`config.mk`:
```
export PLATFORM = sky130hd
export DESIGN_NAME = pixel_write_queue
export DESIGN_NICKNAME = d
export VERILOG_FILES = /design/src/rtl/pixel_write_queue.sv
export SDC_FILE = /design/constraint.sdc
export NUM_CORES = 1
export LEC_CHECK = 0
export CAP_MARGIN = 10
export CELL_PAD_IN_SITES_DETAIL_PLACEMENT = 1
export CELL_PAD_IN_SITES_GLOBAL_PLACEMENT = 2
export CORE_ASPECT_RATIO = 1.1
export CORE_MARGIN = 2
export CORE_UTILIZATION = 35
export CTS_CLUSTER_DIAMETER = 30
export DETAILED_ROUTE_END_ITERATION = 7
export GPL_ROUTABILITY_DRIVEN = 0
export MAX_ROUTING_LAYER = met4
export PLACE_DENSITY = 0.68
export REMOVE_ABC_BUFFERS = 1
export SLEW_MARGIN = 10
export SYNTH_ARGS = -nofsm -noshare
export SYNTH_HDL_FRONTEND = slang
export SYNTH_SLANG_ARGS = --single-unit
export TNS_END_PERCENT = 30
```
`constraint.sdc`:
```
create_clock -name clk -period 2.9 [get_ports clk]
set_input_delay 0.435 -clock clk [delete_from_list [all_inputs] [get_ports clk]]
set_output_delay 0.435 -clock clk [all_outputs]
set_load 0.02 [all_outputs]
```
`src/rtl/pixel_write_queue.sv`:
```
// pixel_write_queue: FIFO between the drawing datapath and the frame-buffer
// write port. Each pixel is turned into a linear address (y*SCREEN_W + x) and
// queued. The head is written out through registered wr_en/wr_addr/wr_data
// whenever the frame buffer is not busy.
// Optional feature macro: PIXEL_CLIP_EN. When it is defined, off-screen pixels
// are counted and discarded, and the clip_count output is added.
module pixel_write_queue #(
    parameter int DEPTH    = 8,
    parameter int SCREEN_W = 160,
    parameter int SCREEN_H = 120,
    parameter int ADDR_W   = 15
) (
    input  logic              clk,
    input  logic              reset,
    input  logic [7:0]        x,
    input  logic [6:0]        y,
    input  logic [2:0]        color,
    input  logic              plot,
    input  logic              frame_end,
    output logic              ready,
    input  logic              mem_busy,
    output logic              wr_en,
    output logic [ADDR_W-1:0] wr_addr,
    output logic [2:0]        wr_data,
    output logic              frame_done,
    output logic              overflow
`ifdef PIXEL_CLIP_EN
    ,
    output logic [7:0]        clip_count
`endif
);

    localparam int PW = (DEPTH > 1) ? $clog2(DEPTH) : 1;
    localparam int CW = $clog2(DEPTH + 1);
    localparam int EW = ADDR_W + 4;

    // The address space must be able to hold a whole screen.
    if (SCREEN_W * SCREEN_H > (2 ** ADDR_W)) begin : g_addr_check
        $error("ADDR_W too small for SCREEN_W*SCREEN_H");
    end

    typedef enum logic [1:0] {IDLE, DRAIN, STALL} state_t;

    state_t            state, state_next;
    logic [EW-1:0]     mem [DEPTH];
    logic [PW-1:0]     rd_ptr, wr_ptr;
    logic [CW-1:0]     count, count_next;
    logic [ADDR_W-1:0] pix_addr;
    logic              full, push, pop, accepted, overflow_set, done_set;
    logic              out_of_range, out_last;
    logic [EW-1:0]     head;
`ifdef PIXEL_CLIP_EN
    logic              clip_end, end_pending;
`endif

    // Address formation, range check, and push/pop decisions.
    always_comb begin
        pix_addr = ADDR_W'(y) * ADDR_W'(SCREEN_W) + ADDR_W'(x);
`ifdef PIXEL_CLIP_EN
        out_of_range = (32'(x) >= SCREEN_W) || (32'(y) >= SCREEN_H);
`else
        out_of_range = 1'b0;
`endif
        full         = (count == CW'(DEPTH));
        ready        = !full;
        push         = plot && !full && !out_of_range;
        overflow_set = plot && full && !out_of_range;
        accepted     = push || (plot && out_of_range);
        pop          = (state != IDLE) && !mem_busy;
        head         = mem[rd_ptr];
        count_next   = count;
        if (push && !pop) begin
            count_next = count + CW'(1);
        end else if (pop && !push) begin
            count_next = count - CW'(1);
        end
`ifdef PIXEL_CLIP_EN
        clip_end = plot && out_of_range && frame_end;
        done_set = (wr_en && out_last) || (clip_end && count == '0) ||
                   (end_pending && count == '0);
`else
        done_set = wr_en && out_last;
`endif
    end

    // Next control state follows the occupancy the queue will have next cycle.
    always_comb begin
        state_next = IDLE;
        if (count_next != '0) begin
            state_next = mem_busy ? STALL : DRAIN;
        end
    end

    // Queue storage; an entry is {frame_end, color, address}.
    always_ff @(posedge clk) begin
        if (push) begin
            mem[wr_ptr] <= {frame_end, color, pix_addr};
        end
    end

    // Pointers, occupancy, state, the write port, and sticky status flags.
    always_ff @(posedge clk) begin
        if (reset) begin
            state      <= IDLE;
            rd_ptr     <= '0;
            wr_ptr     <= '0;
            count      <= '0;
            wr_en      <= 1'b0;
            wr_addr    <= '0;
            wr_data    <= '0;
            out_last   <= 1'b0;
            frame_done <= 1'b0;
            overflow   <= 1'b0;
        end else begin
            state <= state_next;
            count <= count_next;
            if (push) begin
                wr_ptr <= wr_ptr + PW'(1);
            end
            if (pop) begin
                rd_ptr   <= rd_ptr + PW'(1);
                wr_en    <= 1'b1;
                wr_addr  <= head[ADDR_W-1:0];
                wr_data  <= head[ADDR_W+2:ADDR_W];
                out_last <= head[EW-1];
            end else begin
                wr_en    <= 1'b0;
                out_last <= 1'b0;
            end
            if (done_set) begin
                frame_done <= 1'b1;
            end else if (accepted) begin
                frame_done <= 1'b0;
            end
            if (overflow_set) begin
                overflow <= 1'b1;
            end
        end
    end

`ifdef PIXEL_CLIP_EN
    // Clipped-pixel counter, plus a deferred frame end for a clipped last pixel.
    always_ff @(posedge clk) begin
        if (reset) begin
            clip_count  <= '0;
            end_pending <= 1'b0;
        end else begin
            if (plot && out_of_range && clip_count != 8'hFF) begin
                clip_count <= clip_count + 8'd1;
            end
            if (clip_end && count != '0) begin
                end_pending <= 1'b1;
            end else if (count == '0) begin
                end_pending <= 1'b0;
            end
        end
    end
`endif

endmodule

```
==> results.tsv, run 1 <==
stage	metric	value	unit
grt	top_usage_layer	met2	
sta	fin_crit_sh	0.941	
power	p_leak	3.01	nW
detailed_routing	route.detailed.wl_per_inst	18.9	um
grt	global_route_wire_length_before_repair	24.7	mm
finish	drive_above_1_share	0.236	
floorplanning	num_io_pins	45	
finish	final_cell_count_no_fill	811	
setup_path	timing.critical_path.cells	clkdlybuf4s50_1 > ha_1 > ha_1 > fa_1 > a211oi_2 > nor2_1 > xor2_1 > buf_4 > nand3_1 > nand4_1	
grt	grt_overflow	0	
grt	gr-usage-met3	0.0328	
finish	num-fill-cells	2105	
placement	io_buffers	44	
hold_path	min_path_type	reg2reg	
grt	first_global_vias	4279	
yosys	synth.most_common_cell	sky130_fd_sc_hd__edfxtp_1	
yosys	synthDominantCellAreaShare	0.600	
finish	post_layout_nets	550	
yosys	ys_seq_elements	189	
power	pwr-share-seq	0.496	
power	vdd_ir_drop_max	292	uV
floorplanning	floorplan.die.width	145	um
yosys	number_of_instances_in_the_synthesized_netlist	430	
sta	achievable-frequency	366	MHz
detailed_routing	num_vias	3940	
grt	grt_max_degree	39	
yosys	postSynth.asyncResetShare	0	
grt	global_route.usage.met1	0.201	
setup_path	critPathSlowestCell	sky130_fd_sc_hd__clkdlybuf4s50_1	
yosys	combined_area_of_all_synthesized_cells	7610	um^2
finish	area_used_by_multi_input_combinational_logic	2200	um^2
sta	timing.final.max_slew_violations	0	
detailed_routing	routed_wl	15.4	mm
power	netSwitchingPower	0.00173	W
finish	insertedDiodeCount	0	
sta	worst_clock_skew	13.0	ps
floorplanning	die_area	22900	um^2
floorplanning	fp.dieH	159	um
setup_path	worst-endpoint-arrival	2820	ps
setup_path	critical-path-max-stage-delay	500	ps
finish	syn_to_final_growth	20.6	%
power	clock_power_share	0.336	
grt	number_of_antenna_violations_at_the_first_check_in_global_routing	0	
floorplanning	start_util	0.357	
job	maxCapViolCount	0	
sta	max_slew.worst_pin.slew	650	ps
grt	gr_util_all_layers	0.151	
grt	groute.layer.met2.usage	0.236	
hold_path	holdPathEnd	overflow	
detailed_routing	final_antenna_net_count	0	
setup_path	regToRegEndpoint	mem[5][7]	
yosys	avgSynthCellArea	17.7	um^2
setup_path	critPathBufInv	2	
clock_network	clkSlewWorstSetupHoldPaths	70	ps
detailed_routing	initialDrtViolationCount	209	
yosys	netlist_top_cells_count	sky130_fd_sc_hd__edfxtp_1 (152), sky130_fd_sc_hd__nor2_1 (44), sky130_fd_sc_hd__mux4_2 (38)	
detailed_routing	drt_pre_antenna_iters	4	
setup_path	crit_family	adder cells	
power	power_density	716	nW/um^2
clock_network	clock_insertion_delay_worst_skew	430	ps
clock_network	hold_buffers	0	
placement	hpwl_after_dpl	9.74	mm
clock_network	numClockSinks	189	
setup_path	worst_path_most_repeated_cell	sky130_fd_sc_hd__ha_1	
yosys	synthTopCellsByArea	sky130_fd_sc_hd__edfxtp_1 (60%), sky130_fd_sc_hd__mux4_2 (11%), sky130_fd_sc_hd__dfxtp_1 (9.7%)	
clock_network	h-tree-depth	4	
setup_path	critPathCaptureType	flip-flop	
clock_network	clockBufferDepth	2	
yosys	yosys.cell_types.count	42	
sta	slew-limit-headroom	0.564	
yosys	synthFlopType	sky130_fd_sc_hd__edfxtp_1	
sta	final-setup-viol-count	0	
power	switching_share_of_total_power	0.263	
yosys	synth_edf_count	152	
setup_path	timing.rr.start	count[0]	
floorplanning	floorplan.core_area	21300	um^2
setup_path	critical_path.startpoint_type	input port	
sta	timing.setup.tns	0	ps
setup_path	worst_ep_required_time	2990	ps
hold_path	worstHoldStart	overflow	
yosys	yosys.area.top_type	sky130_fd_sc_hd__edfxtp_1	
clock_network	tritoncts	built	
placement	place_inst	779	
outcome	outcome	completed	
detailed_routing	drt_drc_violations_left	0	
power	internal-power	0.00484	W
setup_path	setup.reg_to_reg.worst_slack	800	ps
yosys	synth-seq-area-share	0.697	
clock_network	numCtsBuffers	17	
clock_network	clk_root_buffer_cell	sky130_fd_sc_hd__clkbuf_16	
power	finalPower	0.00657	W
sta	period_needed	2730	ps
setup_path	ff2ff_path_depth	7	
setup_path	critical_path_peak_fanout	8	
finish	layout.core_utilization	0.431	
floorplanning	fp-row-count	56	
power	comb_power_share	0.168	
setup_path	crit_type	in2reg	
hold_path	depth_of_the_worst_hold_timing_path	2	
detailed_routing	route.detailed.vias_per_inst	4.86	
sta	final-hold-violation-count	0	
finish	regArea	5310	um^2
yosys	ys_warn_count	0	
sequential cells by signal, summed over array words and instances, names as in the netlist, named ones only:
name / cells
count: 4
frame_done: 1
mem: 152
out_last: 1
overflow: 1
rd_ptr: 3
state: 2
wr_addr: 15
wr_data: 3
wr_en: 1
wr_ptr: 3
kinds of logic (layout without fill, tap and decap cells):
kind of cell / Yosys count / in the layout / synth area share
xor+xnor: 17 / 17 / 0.0196
mux: 58 / 58 / 0.139
buf+inv: 27 / 118 / 0.0197
compound gates: 39 / 39 / 0.0408
fa+ha+maj: 19 / 19 / 0.0332
simple gates: 81 / 81 / 0.0505
flops: 189 / 189 / 0.697
power by group through the flow:
stage               Clock [W]  Combinational (W)  Sequential, W
floorplan                   0           0.000605        0.00340
global placement            0            0.00109        0.00331
detailed placement          0            0.00112        0.00332
CTS                   0.00227            0.00113        0.00326
global route          0.00238            0.00123        0.00328
finish                0.00221            0.00110        0.00326
cell type report:
| type | instances | area share |
|---|---|---|
| sequential | 189 | 0.578 |
| inverter | 8 | 0.00327 |
| clock inverter | 13 | 0.0127 |
| multi-input combinational | 214 | 0.240 |
| timing repair buffer | 78 | 0.0785 |
| clock buffer | 19 | 0.0483 |
| tap | 290 | 0.0395 |
worst max-delay path by stage:
| stage | from | end | cells after the start |
|---|---|---|---|
| 4_1_cts | y[3] | mem[4][13] | 9 |
| 6_report | y[3] | mem[0][14] | 10 |
| 3_3_place_gp | y[1] | mem[4][12] | 9 |
| 2_1_floorplan | count[0] | mem[0][0] | 5 |
| 3_5_place_dp | y[3] | mem[1][13] | 9 |
| 5_1_grt | y[3] | mem[4][14] | 10 |
stage by stage:
step                      instance area, um^2  hold WS [ps]  worst slack [ps]
after global routing                     9180           505             -3.62
after floorplan                          7490           447              -386
after detailed placement                 8600           474              -395
final                                    9180           483               170
after global placement                   8600           467              -237
after CTS                                9160           493              56.0
placed cells by master, fill, tap and decap left out, types with 3 or more instances in the layout:
master and instances:
sky130_fd_sc_hd__nand2_1 15, sky130_fd_sc_hd__nand3_1 5, sky130_fd_sc_hd__edfxtp_1 152, sky130_fd_sc_hd__clkinv_4 3
sky130_fd_sc_hd__xor2_1 7, sky130_fd_sc_hd__xnor2_1 8, sky130_fd_sc_hd__buf_4 32, sky130_fd_sc_hd__a311oi_1 3
sky130_fd_sc_hd__clkdlybuf4s50_1 44, sky130_fd_sc_hd__a21oi_1 3, sky130_fd_sc_hd__nand4_1 3, sky130_fd_sc_hd__inv_1 8
sky130_fd_sc_hd__nor3_2 4, sky130_fd_sc_hd__nor2_1 44, sky130_fd_sc_hd__mux4_2 38, sky130_fd_sc_hd__inv_6 9
sky130_fd_sc_hd__clkbuf_16 17, sky130_fd_sc_hd__dfxtp_1 36, sky130_fd_sc_hd__a211oi_1 19, sky130_fd_sc_hd__ha_1 17
sky130_fd_sc_hd__mux2i_1 20
worst reg2reg max path: stages (launching register included):
cell and delay [ps]:
sky130_fd_sc_hd__dfxtp_1 450, sky130_fd_sc_hd__inv_1 70, sky130_fd_sc_hd__ha_1 250, sky130_fd_sc_hd__nand3b_4 130, sky130_fd_sc_hd__and2_4 210, sky130_fd_sc_hd__nand2_1 130
sky130_fd_sc_hd__nor2_1 220, sky130_fd_sc_hd__buf_4 320
layer usage:
layer | vias to the layer above | share of wire
li1 | 1843 | -
met1 | 2014 | 0.47
met2 | 73 | 0.49
met3 | 10 | 0.035
met4 | 0 | 0.0076
met5 | - | 0
repair_timing:
action,in CTS,in global routing
endpoints found under the hold margin,0,0
setup buffers,0,0
endpoints found under the setup margin,0,24
gates resized for setup,0,3
Power figures use the tool's default switching activity.
==> inputs of run 2 (changes only) <==
- PLACE_DENSITY: 0.68 -> not set
- PLACE_DENSITY_LB_ADDON: not set -> 0.1
==> run 2 against run 1 <==
  * Combinational power about the same
  * Clock skew is essentially flat
  * Sequential share of layout area down 0.57 points
==> results.tsv, run 2 (same netlist as run 1, synthesis figures left out) <==
stage	metric	value	unit
clock_network	clk_root_buffer_cell	sky130_fd_sc_hd__clkbuf_16	
setup_path	worst_ep_required_time	3130	ps
setup_path	critical_path.startpoint_type	input port	
clock_network	h-tree-depth	4	
detailed_routing	final_antenna_net_count	0	
placement	dpl_worst_slack	-399	ps
finish	largestRegisters	mem x152, wr_addr x15, count x4	
floorplanning	num_io_pins	45	
clock_network	clkSlewWorstSetupHoldPaths	70	ps
sta	slew-limit-headroom	0.605	
job	maxCapViolCount	0	
finish	largest_register_ff_count	152	
finish	layout_common_cells	sky130_fd_sc_hd__edfxtp_1 (152), sky130_fd_sc_hd__clkdlybuf4s50_1 (44), sky130_fd_sc_hd__nor2_1 (41)	
detailed_routing	num_vias	4028	
finish	insertedDiodeCount	0	
finish	syn_to_final_growth	21.8	%
setup_path	critPathCaptureType	flip-flop	
sta	finalHoldWorstSlack	483	ps
setup_path	critPathSlowestCell	sky130_fd_sc_hd__fa_1	
sta	final-setup-viol-count	0	
placement	hpwl_after_dpl	9.95	mm
setup_path	crit_type	in2reg	
detailed_routing	drt_drc_violations_left	0	
power	vdd_ir_drop_max	365	uV
clock_network	clockBufferDepth	2	
floorplanning	start_util	0.357	
floorplanning	fp.dieH	159	um
sta	max_slew.worst_pin.slew	593	ps
finish	post_layout_nets	556	
grt	first_global_vias	4321	
floorplanning	die_area	22900	um^2
detailed_routing	route.detailed.wl_per_inst	19.9	um
floorplanning	floorplan.core_area	21300	um^2
detailed_routing	route.detailed.vias_per_inst	4.93	
detailed_routing	drt_pre_antenna_iters	4	
sta	worst_clock_skew	13.2	ps
detailed_routing	initialDrtViolationCount	249	
grt	grt_overflow	0	
grt	global_route_wire_length_before_repair	25.4	mm
clock_network	numCtsBuffers	17	
grt	number_of_antenna_violations_at_the_first_check_in_global_routing	0	
sta	timing.final.max_slew_violations	0	
finish	regMostFlops	mem	
clock_network	tritoncts	built	
hold_path	min_path_type	reg2reg	
power	finalPower	0.00676	W
finish	commonest_non_fill_non_tap_cell_in_the_layout	sky130_fd_sc_hd__edfxtp_1	
setup_path	timing.critical_path.cells	clkdlybuf4s50_1 > ha_1 > ha_1 > fa_1 > xor2_1 > nand3_1 > nor4_4 > buf_4 > nand3_1 > nand4_1	
setup_path	critical_path_peak_fanout	8	
sta	fin_crit_sh	0.938	
outcome	outcome	completed	
sta	worst_case_setup_margin_in_the_final_layout	179	ps
power	power_density	729	nW/um^2
grt	grt_max_degree	39	
floorplanning	floorplan.die.width	145	um
floorplanning	fp-row-count	56	
sta	final-hold-violation-count	0	
clock_network	postCtsSetupBuffers	0	
grt	gr_util_all_layers	0.159	
finish	drive_above_1_share	0.254	
clock_network	clock_insertion_delay_worst_skew	430	ps
placement	io_buffers	44	
setup_path	critical-path-max-stage-delay	430	ps
detailed_routing	routed_wl	16.3	mm
clock_network	numClockSinks	189	
setup_path	worst-endpoint-arrival	2950	ps
power	p_leak	3.05	nW
sta	setup_repair_after_global_routing_missed_its_margin	no	
sta	achievable-frequency	368	MHz
sta	period_needed	2720	ps
[run 2: stage by stage]
step / util / instances / instance area, um^2 / TNS (ps)
2_1_floorplan: - / 411 / 7490 / -7330
3_3_place_gp: 0.406 / 785 / 8640 / -7880
5_1_grt: 0.435 / 817 / 9270 / 0
6_report: 0.435 / 817 / 9270 / 0
4_1_cts: 0.434 / 817 / 9240 / 0
3_5_place_dp: 0.406 / 785 / 8640 / -11660
[run 2: where the power goes]
group / switching (W) / internal [W]
clock network: 0.00108 / 0.00131
logic: 0.000598 / 0.000530
registers: 0.0000861 / 0.00317
[run 2: cell type report]
cell class | count | area (um^2)
flip-flops and latches | 189 | 5310
clock buffers | 17 | 425
clock inverters | 15 | 178
repair buffers | 84 | 753
well taps | 290 | 363
inverters | 8 | 30.0
multi-input cells | 214 | 2210
fillers | 2114 | 12000
[run 2: critical path: cells and delay by family]
kind | cells | cell delay [ps]
xor+xnor | 1 | 240
buf+inv | 2 | 600
fa+ha+maj | 3 | 960
simple gates | 4 | 700
[run 2: final timing paths]
path                               start         end  depth (start not counted)  slack [ps]
worst max-delay path                y[1]  mem[6][14]                         10         180
worst min-delay path            overflow    overflow                          2         480
worst max register to register  count[0]  mem[1][14]                          7         780
worst min register to register  overflow    overflow                          2         480
[run 2: timing repair]
action                                  in CTS  in global routing
endpoints found under the setup margin       0                 32
resized for setup                            0                  4
hold buffers                                 0                  0
endpoints found under the hold margin        0                  0
[run 2: routing by layer]
| metal | GRT usage | vias up | share of wire |
|---|---|---|---|
| li1 | - | 1859 | - |
| met1 | 0.195 | 2099 | 0.43 |
| met2 | 0.270 | 54 | 0.53 |
| met3 | 0.0307 | 16 | 0.029 |
| met4 | 0.0472 | 0 | 0.012 |
| met5 | - | - | 0 |
==> inputs of run 3 (changes only) <==
- ABC_CLOCK_PERIOD_IN_PS: not set -> 2900
- CORE_UTILIZATION: 35 -> 40
==> run 3 against run 2 <==
  * Worst hold slack improved by 6.6 ps
  * Combinational power fell by 6%
  * Setup slack better by 11 ps
  * Via count is 1.2% lower
  * Non-clock buffer count decreased by 11
  * Clock skew is 5.8 ps lower
  * Total power is 1.8% lower
  * Final area shrank 1.9%
  * Core utilization is 5.5 points higher
  * Register-to-register slack barely moved
  * Critical path depth stayed put
==> results.tsv, run 3 (same netlist as run 1, synthesis figures left out) <==
stage	metric	value	unit
job	maxCapViolCount	0	
grt	first_global_vias	4361	
floorplanning	fp.dieH	149	um
setup_path	critPathSlowestCell	sky130_fd_sc_hd__clkdlybuf4s50_1	
sta	worst_clock_skew	7.35	ps
finish	layout_common_cells	sky130_fd_sc_hd__edfxtp_1 (152), sky130_fd_sc_hd__clkdlybuf4s50_1 (44), sky130_fd_sc_hd__nor2_1 (42)	
finish	area_used_by_multi_input_combinational_logic	2210	um^2
floorplanning	die_area	20100	um^2
finish	regMostFlops	mem	
setup_path	critPathCaptureType	flip-flop	
floorplanning	floorplan.die.width	135	um
sta	period_needed	2710	ps
sta	setup_repair_after_global_routing_missed_its_margin	yes	
power	vdd_ir_drop_max	441	uV
clock_network	h-tree-depth	4	
sta	final-hold-violation-count	0	
floorplanning	floorplan.core_area	18500	um^2
grt	number_of_antenna_violations_at_the_first_check_in_global_routing	0	
placement	hpwl_after_dpl	9.04	mm
setup_path	crit_type	in2reg	
hold_path	min_path_type	reg2reg	
finish	commonest_non_fill_non_tap_cell_in_the_layout	sky130_fd_sc_hd__edfxtp_1	
sta	timing.final.max_slew_violations	0	
sta	finalHoldWorstSlack	490	ps
detailed_routing	initialDrtViolationCount	238	
clock_network	clock_insertion_delay_worst_skew	420	ps
power	finalPower	0.00664	W
floorplanning	fp-row-count	52	
detailed_routing	routed_wl	15.0	mm
setup_path	worst-endpoint-arrival	2790	ps
finish	drive_above_1_share	0.233	
sta	max_slew.worst_pin.slew	663	ps
placement	dpl_worst_slack	-310	ps
power	internal-power	0.00500	W
power	comb_power_share	0.160	
grt	grt_max_degree	39	
power	power_density	730	nW/um^2
clock_network	clk_root_buffer_cell	sky130_fd_sc_hd__clkbuf_16	
finish	post_layout_nets	545	
sta	worst_case_setup_margin_in_the_final_layout	191	ps
clock_network	ctsResizeCount	0	
grt	grt_overflow	0	
power	clock_power_share	0.346	
detailed_routing	num_vias	3978	
setup_path	timing.critical_path.cells	clkdlybuf4s50_1 > ha_1 > ha_1 > fa_1 > a211oi_1 > nor2_1 > xor2_1 > buf_4 > nand3_1 > nand4_1	
clock_network	numCtsBuffers	17	
finish	largestRegisters	mem x152, wr_addr x15, count x4	
finish	num-fill-cells	1733	
placement	io_buffers	44	
finish	largest_register_ff_count	152	
setup_path	critPathBufInv	2	
setup_path	crit_family	adder cells	
finish	finish.instance_area	9100	um^2
clock_network	numClockSinks	189	
finish	insertedDiodeCount	0	
clock_network	clockBufferDepth	2	
detailed_routing	final_antenna_net_count	0	
detailed_routing	route.detailed.wl_per_inst	19.7	um
setup_path	worst_path_most_repeated_cell	sky130_fd_sc_hd__ha_1	
sta	final-setup-viol-count	0	
clock_network	tritoncts	built	
setup_path	worst_ep_required_time	2980	ps
sta	fin_crit_sh	0.934	
power	pwr-share-seq	0.494	
power	netSwitchingPower	0.00164	W
power	p_leak	2.99	nW
finish	layout.core_utilization	0.491	
setup_path	critical_path.startpoint_type	input port	
setup_path	critical-path-max-stage-delay	420	ps
clock_network	hold_buffers	0	
power	switching_share_of_total_power	0.247	
placement	dpl-instance-area	8480	um^2
clock_network	clkSlewWorstSetupHoldPaths	60	ps
detailed_routing	drt_pre_antenna_iters	4	
floorplanning	num_io_pins	45	
sta	achievable-frequency	369	MHz
finish	regArea	5310	um^2
floorplanning	start_util	0.410	
detailed_routing	drt_drc_violations_left	0	
sta	slew-limit-headroom	0.555	
detailed_routing	route.detailed.vias_per_inst	5.24	
finish	syn_to_final_growth	19.6	%
grt	gr_util_all_layers	0.169	
setup_path	critical_path_peak_fanout	8	
outcome	outcome	completed	
grt	global_route_wire_length_before_repair	24.3	mm
clock_network	postCtsSetupBuffers	0	
[run 3: cell types whose count changed in the layout (fill, tap and decap cells not counted), moves of 2 or more]
cell / change
sky130_fd_sc_hd__buf_4: -10
sky130_fd_sc_hd__clkinv_2: +2
sky130_fd_sc_hd__clkbuf_8: +2
sky130_fd_sc_hd__inv_8: -4
[run 3: final timing paths]
check | slack, ps | from | endpoint | cells past startpoint
setup / recovery | 190 | y[1] | mem[4][14] | 10
hold / removal | 490 | out_last | frame_done | 2
setup reg to reg | 770 | count[0] | mem[1][10] | 7
hold reg to reg | 490 | out_last | frame_done | 2
[run 3: metal layers]
layer,global-route usage,part of all wire,wire length [um],vias to the layer above
met5,-,0,0,-
met4,0.0552,0.012,187,0
met3,0.0320,0.027,398,11
met2,0.278,0.52,7710,61
met1,0.214,0.45,6670,2069
li1,-,-,-,1837
[run 3: cell type report]
cell class,instances,area share
Sequential cell,189,0.583
Multi-Input combinational cell,214,0.243
Timing Repair Buffer,73,0.0724
Clock buffer,20,0.0502
Tap cell,243,0.0334
Clock inverter,12,0.0149
Inverter,8,0.00330
[run 3: metrics by stage]
| stage | setup TNS (ps) | std cells |
|---|---|---|
| 2_1_floorplan | -7330 | 411 |
| 3_3_place_gp | -6910 | 727 |
| 3_5_place_dp | -9910 | 727 |
| 4_1_cts | 0 | 759 |
| 5_1_grt | -503 | 759 |
| 6_report | 0 | 759 |
[run 3: power by group through the flow]
stage	Combinational, W	Sequential [W]	Clock [W]
3_5_place_dp	0.00108	0.00334	0
6_report	0.00106	0.00328	0.00230
2_1_floorplan	0.000605	0.00340	0
5_1_grt	0.00118	0.00330	0.00247
4_1_cts	0.00108	0.00329	0.00237
3_3_place_gp	0.00105	0.00333	0
[run 3: worst reg2reg max path, stage by stage (launching register included)]
cell and delay, ps:
sky130_fd_sc_hd__dfxtp_1 450, sky130_fd_sc_hd__inv_1 70, sky130_fd_sc_hd__ha_1 250, sky130_fd_sc_hd__nand3b_4 130, sky130_fd_sc_hd__and2_4 210, sky130_fd_sc_hd__nand2_1 150
sky130_fd_sc_hd__nor3_2 160, sky130_fd_sc_hd__buf_4 360
